==> src/rtl/riffa_tx_pkg.sv <==
`default_nettype none
// ============================================================================
// Module  : riffa_tx_pkg
// Purpose : Gate FIFO word layout, end-marker value, monitor state encoding.
// Revision: 1.0 - initial release
// ============================================================================
package riffa_tx_pkg;

  // Header fields live in the low 64 payload bits; the flag sits just above the payload.
  localparam int C_FLAG_BIT_DEFAULT = 128;
  localparam int C_LAST_BIT         = 0;
  localparam int C_OFF_LSB          = 1;
  localparam int C_OFF_MSB          = 31;
  localparam int C_LEN_LSB          = 32;
  localparam int C_LEN_MSB          = 63;

  localparam int                    C_MARKER_W   = 128;
  localparam logic [C_MARKER_W-1:0] C_END_MARKER = '0;

  typedef enum logic [0:0] {
    ST_IDLE = 1'b0,
    ST_DATA = 1'b1
  } state_t;

  function automatic logic [31:0] sat_add4(input logic [31:0] v);
    return (v > 32'hFFFF_FFFB) ? 32'hFFFF_FFFF : v + 32'd4;
  endfunction

  function automatic logic [31:0] sat_inc(input logic [31:0] v);
    return (v == 32'hFFFF_FFFF) ? v : v + 32'd1;
  endfunction

endpackage
`default_nettype wire

==> src/rtl/tx_port_out_reg.sv <==
`default_nettype none
// ============================================================================
// Module  : tx_port_out_reg
// Purpose : Single-entry payload holding register with valid/ready handshake.
// Revision: 1.0 - initial release
// ============================================================================
module tx_port_out_reg #(
  parameter int C_DATA_WIDTH = 128
) (
  input  logic                    clk_i,
  input  logic                    rst_ni,
  input  logic                    load_i,
  input  logic [C_DATA_WIDTH-1:0] data_i,
  input  logic                    ready_i,
  output logic [C_DATA_WIDTH-1:0] data_o,
  output logic                    valid_o
);

  logic [C_DATA_WIDTH-1:0] data_q;
  logic                    valid_q;

  // load_i is only raised when the slot is empty or draining this cycle.
  always_ff @(posedge clk_i or negedge rst_ni) begin
    if (!rst_ni) begin
      data_q  <= '0;
      valid_q <= 1'b0;
    end else if (load_i) begin
      data_q  <= data_i;
      valid_q <= 1'b1;
    end else if (ready_i) begin
      valid_q <= 1'b0;
    end
  end

  assign data_o  = data_q;
  assign valid_o = valid_q;

endmodule
`default_nettype wire

==> src/rtl/tx_port_monitor_128.sv <==
`default_nettype none
// ============================================================================
// Module  : tx_port_monitor_128
// Purpose : Decodes gate FIFO words into transaction header/payload/done events.
//           Optional TX_PORT_MONITOR_STATS_EN adds STAT_TXNS / STAT_DROPS.
// Revision: 1.0 - initial release
// ============================================================================
module tx_port_monitor_128
  import riffa_tx_pkg::*;
#(
  parameter int C_DATA_WIDTH      = 128,
  parameter int C_FIFO_DATA_WIDTH = C_DATA_WIDTH + 1
) (
  input  logic                         CLK,
  input  logic                         RST_N,
  input  logic [C_FIFO_DATA_WIDTH-1:0] RD_DATA,
  input  logic                         RD_EMPTY,
  output logic                         RD_EN,
  output logic                         TXN,
  output logic [31:0]                  TXN_LEN,
  output logic [30:0]                  TXN_OFF,
  output logic                         TXN_LAST,
  output logic [C_DATA_WIDTH-1:0]      OUT_DATA,
  output logic                         OUT_VALID,
  input  logic                         OUT_READY,
`ifdef TX_PORT_MONITOR_STATS_EN
  output logic [31:0]                  STAT_TXNS,
  output logic [31:0]                  STAT_DROPS,
`endif
  output logic                         DONE,
  output logic [31:0]                  DONE_WORDS
);

  state_t      state_q;
  logic        txn_q;
  logic        done_q;
  logic [31:0] done_words_q;
  logic [31:0] len_q;
  logic [30:0] off_q;
  logic        last_q;
  logic [31:0] cnt_q;

  logic                    flag_d;
  logic [C_DATA_WIDTH-1:0] payload_d;
  logic                    is_data_d;
  logic                    is_hdr_d;
  logic                    load_d;

  assign flag_d    = RD_DATA[C_DATA_WIDTH];
  assign payload_d = RD_DATA[C_DATA_WIDTH-1:0];
  assign is_data_d = !flag_d;
  assign is_hdr_d  = flag_d && (payload_d != C_DATA_WIDTH'(C_END_MARKER));

  // Holding off pops while in reset keeps queued words for after release.
  assign RD_EN  = RST_N && !RD_EMPTY && (!OUT_VALID || OUT_READY);
  assign load_d = RD_EN && is_data_d && (state_q == ST_DATA);

  always_ff @(posedge CLK or negedge RST_N) begin
    if (!RST_N) begin
      state_q      <= ST_IDLE;
      txn_q        <= 1'b0;
      done_q       <= 1'b0;
      done_words_q <= '0;
      len_q        <= '0;
      off_q        <= '0;
      last_q       <= 1'b0;
      cnt_q        <= '0;
    end else begin
      txn_q  <= 1'b0;
      done_q <= 1'b0;
      if (RD_EN) begin
        case (state_q)
          ST_IDLE: begin
            if (is_hdr_d) begin
              txn_q   <= 1'b1;
              len_q   <= payload_d[C_LEN_MSB:C_LEN_LSB];
              off_q   <= payload_d[C_OFF_MSB:C_OFF_LSB];
              last_q  <= payload_d[C_LAST_BIT];
              cnt_q   <= '0;
              state_q <= ST_DATA;
            end
          end
          ST_DATA: begin
            if (is_data_d) begin
              cnt_q <= sat_add4(cnt_q);
            end else begin
              done_q       <= 1'b1;
              done_words_q <= cnt_q;
              cnt_q        <= '0;
              // A header here closes the current transfer and opens the next one.
              if (is_hdr_d) begin
                txn_q  <= 1'b1;
                len_q  <= payload_d[C_LEN_MSB:C_LEN_LSB];
                off_q  <= payload_d[C_OFF_MSB:C_OFF_LSB];
                last_q <= payload_d[C_LAST_BIT];
              end else begin
                state_q <= ST_IDLE;
              end
            end
          end
          default: state_q <= ST_IDLE;
        endcase
      end
    end
  end

  tx_port_out_reg #(
    .C_DATA_WIDTH(C_DATA_WIDTH)
  ) u_out_reg (
    .clk_i  (CLK),
    .rst_ni (RST_N),
    .load_i (load_d),
    .data_i (payload_d),
    .ready_i(OUT_READY),
    .data_o (OUT_DATA),
    .valid_o(OUT_VALID)
  );

`ifdef TX_PORT_MONITOR_STATS_EN
  logic [31:0] stat_txns_q;
  logic [31:0] stat_drops_q;

  always_ff @(posedge CLK or negedge RST_N) begin
    if (!RST_N) begin
      stat_txns_q  <= '0;
      stat_drops_q <= '0;
    end else begin
      if (RD_EN && is_hdr_d) begin
        stat_txns_q <= sat_inc(stat_txns_q);
      end
      if (RD_EN && is_data_d && (state_q == ST_IDLE)) begin
        stat_drops_q <= sat_inc(stat_drops_q);
      end
    end
  end

  assign STAT_TXNS  = stat_txns_q;
  assign STAT_DROPS = stat_drops_q;
`endif

  assign TXN        = txn_q;
  assign TXN_LEN    = len_q;
  assign TXN_OFF    = off_q;
  assign TXN_LAST   = last_q;
  assign DONE       = done_q;
  assign DONE_WORDS = done_words_q;

endmodule
`default_nettype wire

==> config.mk <==
export PLATFORM = sky130hd
export DESIGN_NAME = tx_port_monitor_128
export DESIGN_NICKNAME = d
export VERILOG_FILES = /design/src/rtl/riffa_tx_pkg.sv /design/src/rtl/tx_port_out_reg.sv /design/src/rtl/tx_port_monitor_128.sv
export SDC_FILE = /design/constraint.sdc
export NUM_CORES = 1
export LEC_CHECK = 0
export ABC_AREA = 1
export BUFFER_PORTS_ARGS = -buffer_cell sky130_fd_sc_hd__buf_2
export CAP_MARGIN = 15
export CORE_ASPECT_RATIO = 1.75
export CORE_MARGIN = 5
export CORE_UTILIZATION = 50
export DETAILED_ROUTE_END_ITERATION = 10
export PLACE_DENSITY = 0.78
export SETUP_SLACK_MARGIN = 0.02
export SKIP_CTS_REPAIR_TIMING = 1
export SLEW_MARGIN = 30
export SYNTH_ARGS = -nofsm -noshare
export SYNTH_HDL_FRONTEND = slang
export SYNTH_HIERARCHICAL = 1
export SYNTH_SLANG_ARGS = --single-unit
==> constraint.sdc <==
create_clock -name CLK -period 1.9 [get_ports CLK]
set_input_delay 0 -clock CLK [delete_from_list [all_inputs] [get_ports CLK]]
set_output_delay 0 -clock CLK [all_outputs]
set_load 0.02 [all_outputs]
==> flow_summary.yaml <==
synth:
  syn_nets: 1486
  synthesis.area_sq_um: 11050
  synthCells: 1351
  synth_area_leaders: "dfrtp_1 58%, nand2_1 24%, nor2_1 3.4%"
  yosysSeqAreaShare_pct: 58.42
  postSynthAreaPerCell_sq_um: 8.180
  synth_largest_area_cell: "dfrtp_1"
  ys_seq_elements: 258
  synth.distinct_cells: 30
  yosys_warnings: 6
  synth_top_cell_area_share_pct: 58.42
clocking:
  clk_path_buf_depth: 3
  clock_latency_ns: 0.51
  clkSinkCount: 258
  cts_buffers: 24
  clk_pin_slew_ns: 0.07
  cts_tree: "built"
  cts_root_buffer: "clkbuf_16"
  cts_max_level: 1
timing:
  max_freq_ghz: 0.5672
  finalCritPeriodShare_pct: 92.79
  setup-tns-final_ns: 0
  tightest_slew_ns: 0.7561
  max_slew_margin_pct: 49.59
  finalMaxSlewViolations: 0
  skew_ns: 0.007268
  hold_violations: 0
  min_period_ns: 1.763
  setup_viol: 0
worst_setup_path:
  worstRegToRegCells: 8
  crit_path_max_fanout: 56
  arrival_ns: 2.15
  timing.rr.start: "u_out_reg/valid_o"
  startpoint_type: "register"
  reg2reg_slack_ns: 0.14
  endpoint_kind: "register"
  timing.rr.end: "u_out_reg/data_o[126]"
  crit_type: "register to register"
  worstPathRequired_ns: 2.29
global_route:
  grt_use_met1_pct: 31.44
  grt_overflow: 0
  grt_use_total_pct: 27.13
  gr-usage-met3_pct: 5.534
  grt_pass1_vias: 10200
  use_met2_pct: 48.51
  grt_max_degree: 137
  grt_antenna_before_repair: 3
  grt_busiest_layer: "met2"
  grt_first_pass_wirelength_microns: 53860
placed_design:
  gp_congestion: 0.9349
  post_dp_cell_area_sq_um: 13290
  dp_hpwl_microns: 25580
  io_buffers: 360
floorplan:
  die_y_microns: 206.7
  fp.dieW_microns: 122.4
  fp-row-count: 72
  die_area_sq_um: 25290
  start_util_pct: 50.28
  core_area_sq_um: 21980
  pin_count: 361
route:
  drt-total-wl_microns: 38860
  routedWlPerCell_microns: 18.03
  routed-via-count: 11240
  remaining_drc_errors: 0
  ant_nets: 0
  drtIter0Drc: 974
  viasPerCell: 5.213
  drt_pre_antenna_iters: 7
final_layout:
  layout-area-overhead-vs-synth_pct: 39.74
  fin_area_sq_um: 15440
  final_util_pct: 70.26
  drive_gt1_share_pct: 24.41
  fin_nets: 1975
pwr:
  power_mw: 16.61
  power.density_nw_per_um2: 1075
  peakVddDrop_mv: 0.8845
  leakage_nw: 8.371
run_status:
  status: "complete, no violations"
hold_path:
  min_path_cells: 3
  hold_class: "input pin to register"
  worstHoldStart: "RD_DATA[128]"
run:
  maxCapViolCount: 0
==> metal layers <==
layer  vias to the layer above  share of wire [%]
met5                         -                  0
met4                         0                6.2
li1                       5130                  -
met1                      5256                 34
met3                       171                7.8
met2                       678                 52
==> area by class of cell <==
cell class | count | area (sq um)
clock inverters | 10 | 127.6
fillers | 1638 | 6538
well taps | 296 | 370.4
flip-flops and latches | 258 | 6456
clock buffers | 32 | 691.9
multi-input cells | 979 | 4080
diodes | 3 | 7.507
inverters | 59 | 224.0
repair buffers | 518 | 3486
==> worst max path at each step <==
stage / cells past startpoint / endpoint / startpoint
after detailed placement: 10 / TXN_LEN[23] / RD_DATA[112]
after floorplan: 10 / u_out_reg/data_o[100] / u_out_reg/valid_o
after CTS: 9 / cnt_q[27] / cnt_q[9]
after global placement: 10 / TXN_LEN[23] / RD_DATA[112]
after global routing: 12 / TXN_OFF[29] / RD_DATA[19]
final: 8 / u_out_reg/data_o[126] / u_out_reg/valid_o
==> cell usage in the layout (no fill, tap or decap), types with 3 or more instances in the layout <==
| cell type | n |
|---|---|
| nand2_1 | 700 |
| buf_2 | 359 |
| dfrtp_1 | 258 |
| dlygate4sd3_1 | 130 |
| nor2_1 | 96 |
| o21ai_0 | 64 |
| inv_1 | 56 |
| nand3_1 | 38 |
| clkbuf_16 | 25 |
| o21ai_1 | 22 |
| buf_4 | 15 |
| buf_12 | 13 |
| xor2_1 | 12 |
| nor3_1 | 8 |
| nor2_2 | 7 |
| clkinv_2 | 6 |
| a21oi_1 | 5 |
| nand4_1 | 5 |
| nor2_4 | 4 |
| clkbuf_8 | 4 |
| diode_2 | 3 |
| nor3_2 | 3 |
| clkbuf_1 | 3 |
| bufinv_16 | 3 |
==> power by group <==
part | internal, mW | switching [mW] | total (mW)
Combinational | 1.47 | 2.96 | 4.43
Clock | 2.96 | 2.08 | 5.04
Sequential | 6.52 | 0.615 | 7.14
==> registers in the layout, summed over array words and instances, names as in the netlist, named ones only <==
signal and cells:
DONE 1, u_out_reg/valid_o 1, TXN 1, TXN_LEN 32, TXN_OFF 31, DONE_WORDS 31
TXN_LAST 1, cnt_q 31, u_out_reg/data_o 128
==> Yosys cell counts (all sizes together) <==
cell,instances
nor3,11
nor2,107
xor2,12
nand3,41
nor4,1
o21a,1
nand4,6
nand2,703
and2,2
a21oi,5
ha,2
dfrtp,258
buf,45
clkbuf,10
inv,59
nor3b,1
o21ai,87
==> worst max-delay path, stage by stage (launching register included) <==
cell and delay, ns:
dfrtp_1 0.39, inv_1 0.05, o21a_1 0.20, nand2_1 0.14, nor2_4 0.25, inv_4 0.16, buf_12 0.23, nand2_1 0.10
nand2_1 0.08
==> cells by family (layout without fill, tap and decap cells) <==
group / after synthesis / after routing / synth area share, %
other cells: 0 / 3 / 0
flops: 258 / 258 / 58.42
buf+inv: 114 / 619 / 5.004
xor+xnor: 12 / 12 / 0.9510
simple gates: 872 / 872 / 31.13
fa+ha+maj: 2 / 2 / 0.2264
compound gates: 93 / 93 / 4.268
==> through the flow <==
step / std cells / hold WS (ns) / worst slack (ns)
after floorplan: 1351 / -0.2956 / 0.04059
after global placement: 1980 / 0.1401 / 0.1017
after detailed placement: 1980 / 0.1336 / 0.03382
after CTS: 2022 / -0.4136 / 0.03329
after global routing: 2155 / 0.03228 / -0.0001197
final: 2155 / 0.02218 / 0.1369
(Power assumes the default switching activity.)
